<file path="config.mk">
export PLATFORM = sky130hd
export DESIGN_NAME = pc_npc_unit_flat
export DESIGN_NICKNAME = d
export VERILOG_FILES = /design/src/rtl/pc_npc_unit_if.sv /design/src/rtl/pc_npc_unit.sv /design/src/flat_wrapper.sv
export SDC_FILE = /design/constraint.sdc
export NUM_CORES = 1
export LEC_CHECK = 0
export ABC_AREA = 1
export CORE_MARGIN = 2
export CORE_UTILIZATION = 25
export DETAILED_ROUTE_END_ITERATION = 7
export SETUP_SLACK_MARGIN = 0.1
export SLEW_MARGIN = 5
export SYNTH_ARGS = -nofsm -noshare
export SYNTH_HDL_FRONTEND = slang
export SYNTH_SLANG_ARGS = --single-unit
</file>
<file path="constraint.sdc">
create_clock -name clk -period 1.7 [get_ports clk]
set_clock_uncertainty 0.2 [all_clocks]
set_input_delay 0.425 -clock clk [delete_from_list [all_inputs] [get_ports clk]]
set_output_delay 0.425 -clock clk [all_outputs]
set_load 0.1 [all_outputs]
</file>
<file path="src/rtl/pc_npc_unit_if.sv">
// Purpose : PC/NPC sequencer bus. Carries the control inputs (load enable,
//           next-PC select, CTI target, annul request) and the registered
//           fetch-address and status outputs.
// Latency : none; this is wiring only.
// Backpr. : le=0 is the pipeline stall and holds all sequencer state
//           except for traps.
// Ports   : master = fetch/control side, which drives the controls.
//           slave  = pc_npc_unit, which drives the pc/npc/status outputs.
interface pc_npc_unit_if;
    logic        le;          // load enable, 0 = stall
    logic [1:0]  sel;         // 00 seq, 01 branch, 10 jmpl/call, 11 trap
    logic [31:0] target;      // CTI / trap target address
    logic        annul_req;   // annul bit of the current CTI
    logic [31:0] pc;          // address of instruction being fetched
    logic [31:0] npc;         // address of next instruction
    logic        annul_o;     // instruction at pc is squashed
    logic        misalign_o;  // one-cycle pulse: misaligned CTI target
    logic        in_dslot;    // pc holds a delay-slot instruction
    logic [31:0] retire_cnt;  // retired instruction count

    modport master (
        output le, sel, target, annul_req,
        input  pc, npc, annul_o, misalign_o, in_dslot, retire_cnt
    );

    modport slave (
        input  le, sel, target, annul_req,
        output pc, npc, annul_o, misalign_o, in_dslot, retire_cnt
    );
endinterface

</file>
<file path="src/rtl/pc_npc_unit.sv">
// Purpose : SPARC-style PC/NPC sequencer with delay-slot tracking, annul,
//           misaligned-target flag and an optional retired-instruction counter.
// Latency : every output is registered and updates one cycle after the
//           qualifying edge. There is no combinational input-to-output path.
// Backpr. : le=0 stalls the unit (pc/npc/annul/state/count hold, and
//           misalign_o clears). A trap (sel=11) is taken regardless of le.
// Ports   : clk, reset (synchronous, active-high); bus (pc_npc_unit_if.slave).
// Config  : `define PC_RETIRE_CNT_EN builds the retire counter. Without it,
//           retire_cnt is tied to zero.
module pc_npc_unit (
    input  logic         clk,
    input  logic         reset,
    pc_npc_unit_if.slave bus
);

    localparam logic [1:0]  SEL_SEQ   = 2'b00;
    localparam logic [1:0]  SEL_TRAP  = 2'b11;
    localparam logic [31:0] RESET_PC  = 32'h0000_0000;
    localparam logic [31:0] RESET_NPC = 32'h0000_0004;

    typedef enum logic {
        ST_RUN   = 1'b0,
        ST_DSLOT = 1'b1
    } state_t;

    state_t      r_state;
    state_t      w_state_nxt;

    logic [31:0] r_pc;
    logic [31:0] r_npc;
    logic        r_annul;
    logic        r_misalign;

    logic        w_trap;
    logic        w_cti;
    logic        w_seq;
    logic [31:0] w_tgt_aligned;
    logic        w_tgt_misaligned;

    // Input decode. A trap needs no le qualification. Branches, jmpl/call
    // and sequential advance are only accepted when the pipeline loads.
    assign w_trap           = (bus.sel == SEL_TRAP);
    assign w_cti            = bus.le && !w_trap && (bus.sel != SEL_SEQ);
    assign w_seq            = bus.le && (bus.sel == SEL_SEQ);
    assign w_tgt_aligned    = {bus.target[31:2], 2'b00};
    assign w_tgt_misaligned = (bus.target[1:0] != 2'b00);

    // ---------------------------------------------------------------
    // FSM: state register
    // ---------------------------------------------------------------
    always_ff @(posedge clk) begin
        if (reset) begin
            r_state <= ST_RUN;
        end else begin
            r_state <= w_state_nxt;
        end
    end

    // ---------------------------------------------------------------
    // FSM: next-state logic
    // A CTI taken while already in DSLOT (DCTI couple) stays in DSLOT,
    // so the CTI case covers both states.
    // ---------------------------------------------------------------
    always_comb begin
        w_state_nxt = r_state;
        if (w_trap) begin
            w_state_nxt = ST_RUN;
        end else if (w_cti) begin
            w_state_nxt = ST_DSLOT;
        end else if (w_seq) begin
            w_state_nxt = ST_RUN;
        end
    end

    // ---------------------------------------------------------------
    // FSM: output logic
    // ---------------------------------------------------------------
    always_comb begin
        bus.in_dslot = 1'b0;
        if (r_state == ST_DSLOT) begin
            bus.in_dslot = 1'b1;
        end
    end

    // ---------------------------------------------------------------
    // PC / NPC / annul / misalign datapath
    // ---------------------------------------------------------------
    always_ff @(posedge clk) begin
        if (reset) begin
            r_pc       <= RESET_PC;
            r_npc      <= RESET_NPC;
            r_annul    <= 1'b0;
            r_misalign <= 1'b0;
        end else if (w_trap) begin
            // The trap target is used as the new pc directly, so trap
            // entry has no delay slot.
            r_pc       <= w_tgt_aligned;
            r_npc      <= w_tgt_aligned + 32'd4;
            r_annul    <= 1'b0;
            r_misalign <= 1'b0;
        end else if (w_cti) begin
            r_pc       <= r_npc;
            r_npc      <= w_tgt_aligned;
            r_annul    <= bus.annul_req;
            r_misalign <= w_tgt_misaligned;
        end else if (w_seq) begin
            // The addition wraps modulo 2^32, so 0xFFFF_FFFC advances to 0.
            r_pc       <= r_npc;
            r_npc      <= r_npc + 32'd4;
            r_annul    <= 1'b0;
            r_misalign <= 1'b0;
        end else begin
            // Stall: hold everything except the one-shot misalign pulse.
            r_misalign <= 1'b0;
        end
    end

    assign bus.pc         = r_pc;
    assign bus.npc        = r_npc;
    assign bus.annul_o    = r_annul;
    assign bus.misalign_o = r_misalign;

    // ---------------------------------------------------------------
    // Retired-instruction counter
    // The instruction at pc retires when the pipeline advances past it
    // (le=1, no trap) and it was not annulled.
    // ---------------------------------------------------------------
`ifdef PC_RETIRE_CNT_EN
    logic [31:0] r_retire_cnt;
    logic        w_retire;

    assign w_retire = bus.le && !w_trap && !r_annul;

    always_ff @(posedge clk) begin
        if (reset) begin
            r_retire_cnt <= 32'd0;
        end else if (w_retire) begin
            r_retire_cnt <= r_retire_cnt + 32'd1;
        end
    end

    assign bus.retire_cnt = r_retire_cnt;
`else
    assign bus.retire_cnt = 32'd0;
`endif

endmodule
</file>
<file path="src/flat_wrapper.sv">
// flat-port wrapper written by rule: the top's interface ports become plain ports
module pc_npc_unit_flat 
  (clk, reset, bus_le, bus_sel, bus_target, bus_annul_req, bus_pc, bus_npc, bus_annul_o, bus_misalign_o, bus_in_dslot, bus_retire_cnt);
  pc_npc_unit_if bus_i ();
  input  logic clk;
  input  logic reset;
  input wire logic [$bits(bus_i.le)-1:0] bus_le;
  input wire logic [$bits(bus_i.sel)-1:0] bus_sel;
  input wire logic [$bits(bus_i.target)-1:0] bus_target;
  input wire logic [$bits(bus_i.annul_req)-1:0] bus_annul_req;
  output wire logic [$bits(bus_i.pc)-1:0] bus_pc;
  output wire logic [$bits(bus_i.npc)-1:0] bus_npc;
  output wire logic [$bits(bus_i.annul_o)-1:0] bus_annul_o;
  output wire logic [$bits(bus_i.misalign_o)-1:0] bus_misalign_o;
  output wire logic [$bits(bus_i.in_dslot)-1:0] bus_in_dslot;
  output wire logic [$bits(bus_i.retire_cnt)-1:0] bus_retire_cnt;
  assign bus_i.le = bus_le;
  assign bus_i.sel = bus_sel;
  assign bus_i.target = bus_target;
  assign bus_i.annul_req = bus_annul_req;
  assign bus_pc = bus_i.pc;
  assign bus_npc = bus_i.npc;
  assign bus_annul_o = bus_i.annul_o;
  assign bus_misalign_o = bus_i.misalign_o;
  assign bus_in_dslot = bus_i.in_dslot;
  assign bus_retire_cnt = bus_i.retire_cnt;
  pc_npc_unit u_core (.clk(clk), .reset(reset), .bus(bus_i));
endmodule
</file>
[Word level (Yosys, flattened, before mapping)]
Index checks and enable logic that the tools add are counted.
Word-level totals
  bits in registers: 67
  input port bits: 38
  logic and storage cells: 31
Operators by class
  add/subtract/negate cells: 2
  equal/unequal tests: 1
  mux-type cells: 10
  bitwise logic cells: 1
  reduce and logical (&&, ||, !) cells: 11
Operator list (count)
  $mux 32: 6
  $add 32x3->32 const B: 2
  $reduce_bool 2->1: 3
  $mux 1: 4
  $logic_and 1x1->1: 3
  $reduce_bool 3->1: 1
  $reduce_or 3->1: 1
  $eq 2x2->1 const B: 1
  $logic_not 2->1: 1
  $reduce_or 2->1: 1
  $logic_not 1->1: 1
  $not 1->1: 1

[Depth between registers and ports, before layout]
  word-level depth: 6
  gate-level depth with buffers: 12

[Worst setup path after synthesis]
OpenSTA, ideal clock, no wires.
  kind: flip-flop to flip-flop
  from: register u_core.r_npc[3], in the netlist u_core.bus.npc[3]
  to: register u_core.r_npc[22], in the netlist u_core.bus.npc[22]
  setup time: 0.109 ns
  data arrival time: 2.233 ns
  required time: 1.391 ns
  path slack: -0.842 ns
  stages on the path, launching flop included: 13
  buffers on the path: 0
  clock period less this slack: 2.542 ns
  path through: dfxtp_1 > ha_1 > nand2_2 > nor2_4 > nand2_4 > nor2_4 > nand2_1 > nand2_1 > nand3_1 > nand2_1 > nand3_1 > nand2_1 > inv_1
On the way
  word-level cells in the longest chain between the ends: 4
Ends and longest elaborated chain
  start, declared: RTL line pc_npc_unit.sv:30  | logic [31:0] r_npc;
  start signal, assigned: RTL line pc_npc_unit.sv:98  | r_npc <= w_tgt_aligned + 32'd4;
  start signal, assigned: RTL line pc_npc_unit.sv:103  | r_npc <= w_tgt_aligned;
  start signal, assigned: RTL line pc_npc_unit.sv:109  | r_npc <= r_npc + 32'd4;
  $add 32x3->32: RTL line pc_npc_unit.sv:109
  $mux 32: RTL line pc_npc_unit.sv:106  | end else if (w_seq) begin
  $mux 32: RTL line pc_npc_unit.sv:101  | end else if (w_cti) begin
  $mux 32: RTL line pc_npc_unit.sv:94  | end else if (w_trap) begin
No other way between the ends. The select of a mux whose other input is x is not followed.
A chain may end at the register's enable or synchronous reset.

[Worst setup path after layout]
  from: register u_core.r_npc[2], in the netlist u_core.bus.npc[2]
  to: register u_core.r_npc[14], in the netlist u_core.bus.npc[14]
Same word-level chain as after synthesis.

==> results by group <==
Run status
  – Outcome: complete, but fails checks
  – Failing checks: negative setup slack

Clock network
  – Sinks on Clock Net: 63
  – Num CTS Buffers: 9
  – H-tree Lvls: 3
  – CTS root buf: clkbuf_16
  – CTS tree: built
  – Later-pin clock latency in the skew report: ~0.35 ns
  – Clk slew on worst S/H paths: roughly 0.060 ns
  – CTS hold repair buffers: 0
  – Clock buffer depth: 2

Timing
  – Final hold vios: 0
  – Worst setup margin: -0.0748 ns
  – Post-route clock period utilization: 104%
  – Tmin final: ~1.8 ns
  – Hold slack: 0.307 ns
  – Fmax: 0.563 GHz
  – Final setup fails: 14
  – RSZ-0062 raised after global routing: true
  – Final-report max-slew violation count: 0

Route
  – Vias: ~6500
  – Residual DRC: 0
  – DRT iter0 DRCs: around 460
  – Drt total wl: approximately 22 mm
  – Post-DRT Antenna Nets: 0
  – Routed wire per std cell: approximately 15 um
  – Via density: between 4 and 5
  – DR pass1 iterations: 5

Critical path
  – Setup crit start: u_core.bus.npc[2]
  – Delay-heaviest family, CP: simple AND/OR/NAND/NOR gates
  – Critical path capture point type: register
  – Cell Chain, Critical Path: ha_4, nand2_4, nor2_4, nand2_4, nor2_4, buf_4, xor2_1, o21ai_1, a21oi_2
  – FF-to-FF Start: u_core.bus.npc[2]
  – Crit path DAT: between 1.5 and 2 ns
  – R2R Setup Slk: -0.07 ns
  – Reg2Reg Depth: 9
  – Worst Path Required: 1.77 ns
  – Crit start category: register
  – Bufs and invs on worst path: 1
  – Slowest CP cell: dfxtp_4
  – Slowest cell delay on critical path: 0.38 ns
  – Endpoint of the lowest-slack register-to-register path: u_core.bus.npc[14]
  – WS Path Type: register to register
  – CP Max Fanout: 5

Pwr
  – Maximum vdd drop: about 0.47 mV
  – Leak pwr: between 4 and 5 nW
  – Pwr dens: around 750 nW/um2

Finish
  – Final core utilization: ~45%
  – Commonest cells after routing, fill and taps aside: nand2_1, buf_4, inv_1
  – Filler cell count: 1987
  – Share of cells above drive strength 1: 36.3%
  – Commonest non-fill, non-tap cell in the layout: nand2_1
  – Non-filler cells, final: 1413
  – Synthesis-to-finish area growth: 77.1%
  – Nets: around 1200
  – Design area: 9160 um2
  – Antenna fix cells: 0

Logic synthesis
  – Post-synth EDFFs: 0
  – Synth Register Bits: 63
  – Primary FF master, synth: dfxtp_1
  – Synth cell types: 35
  – Fraction of the yosys area taken by sequential cells: 24.4%
  – Mapped cell area: a little over 5000 um2
  – Yosys warns: 0
  – Post-synthesis instance total: approximately 900
  – Synthesized area per cell: 5.82 um2
  – Ys async rst share: 0%

Global routing
  – Initial antenna violation count: 0
  – First-pass GRT wire length: 33.3 mm
  – Largest net degree at the start of global routing: 56
  – Vias in the first global route: 6161
  – Global route total overflow: 0
  – GRT Total Usage: approximately a fifth

Placed design
  – IO buf count: 100
  – Final GP Congestion: 0.948
  – Placed instance area: ~8100 um2
  – Post-Place Worst Slack: -0.742 ns
  – Post-Place Cells: about 1300
  – Final HPWL DP: roughly 16 mm

Floorplan
  – Starting Density: 25.5%
  – Die Span Y: approximately 150 um
  – Die width: between 100 and 150 um
  – Top-level I/O count: approximately 140
  – Die area: between 20000 and 25000 um2
  – Core area: 20300 um2
  – Site row count: 52

Worst hold path
  – Min-delay worst type: register to register
  – Hold path cells: 2
  – Hold wc startpoint: u_core.r_state
  – Worst hold path endpoint: u_core.r_state

Flow run
  – Max-cap violations: 0
==> worst reg2reg max path, cell delays in order (launching register included) <==
cell and delay [ns]:
dfxtp_4 0.38, ha_4 0.16, nand2_4 0.05, nor2_4 0.13
nand2_4 0.12, nor2_4 0.20, buf_4 0.14, xor2_1 0.13
o21ai_1 0.08, a21oi_2 0.10
==> layout make-up <==
| cell class | count | area (um2) | share of cell area (%) |
|---|---|---|---|
| repair buffers | 270 | 3150 | 34.4 |
| clock inverters | 6 | 83.8 | 0.915 |
| flip-flops and latches | 63 | 1380 | 15.0 |
| inverters | 129 | 488 | 5.33 |
| clock buffers | 10 | 239 | 2.61 |
| well taps | 270 | 338 | 3.69 |
| multi-input cells | 665 | 3490 | 38.1 |
==> where the power goes <==
part	internal [W]	total [W]	switching (W)
registers	0.00160	0.00178	0.000178
clock network	0.00132	0.00207	0.000750
logic	0.00108	0.00306	0.00198
==> per-layer routing <==
layer	global-route usage (%)	up-vias	share of wire (%)
met1	26.2	2985	46
met5	0	-	0
met2	31.4	260	46
met3	3.89	33	6.6
li1	-	3247	-
met4	6.33	0	2.1
==> cell families after synthesis <==
kind of cell,synth area share [%]
adder cells (fa/ha/maj),0.484
buffers and inverters,17.4
AO/OA/AOI/OAI,15.9
other,0.0725
flip-flops,24.4
XOR/XNOR,2.03
AND/OR/NAND/NOR,39.8
==> worst max-delay path by stage <==
stage                          to  slack [ns]  cells past startpoint
3_3_place_gp   u_core.bus.npc[16]       -0.74                     12
2_1_floorplan  u_core.bus.npc[22]       -0.15                     12
6_report       u_core.bus.npc[14]       -0.07                      9
3_5_place_dp   u_core.bus.npc[16]       -0.74                     12
5_1_grt        u_core.bus.npc[30]       -0.18                     12
4_1_cts        u_core.bus.npc[30]       -0.03                     12
==> synthesized netlist by cell type, types with 10 or more instances <==
master / n / share of area, %
inv_1: 121 / 8.8
o21ai_1: 10 / 0.97
buf_4: 39 / 5.7
buf_2: 14 / 1.4
xor2_1: 11 / 1.9
nor2_2: 15 / 1.8
a21oi_1: 42 / 4.1
o211ai_1: 11 / 1.6
nor2_4: 11 / 2.4
nand2_2: 10 / 1.2
dfxtp_1: 63 / 24
o21ai_0: 59 / 5.7
nor2_1: 87 / 6.3
nand2_1: 269 / 20
o221ai_1: 12 / 2.0
nand3_1: 68 / 6.6
clkbuf_1: 11 / 0.80
==> timing repair <==
item                       CTS  global route
gates cloned                 1             0
buffers inserted            32            24
resized for setup          146            57
setup endpoints to repair   83            61
pin swaps                   28            28
hold endpoints to repair     0             0
==> sequential cells by signal, indices dropped and copies added (netlist names) <==
signal                 flops
u_core.bus.pc             30
u_core.bus.misalign_o      1
u_core.r_state             1
u_core.bus.npc            30
u_core.bus.annul_o         1
==> through the flow <==
step | setup TNS [ns] | power (W)
after CTS | -0.0962 | 0.00687
after floorplan | -1.12 | 0.00357
final | -0.596 | 0.00691
after detailed placement | -29.16 | 0.00464
after global placement | -28.32 | 0.00463
after global routing | -2.23 | 0.00715
Power figures use the tool's default switching activity.
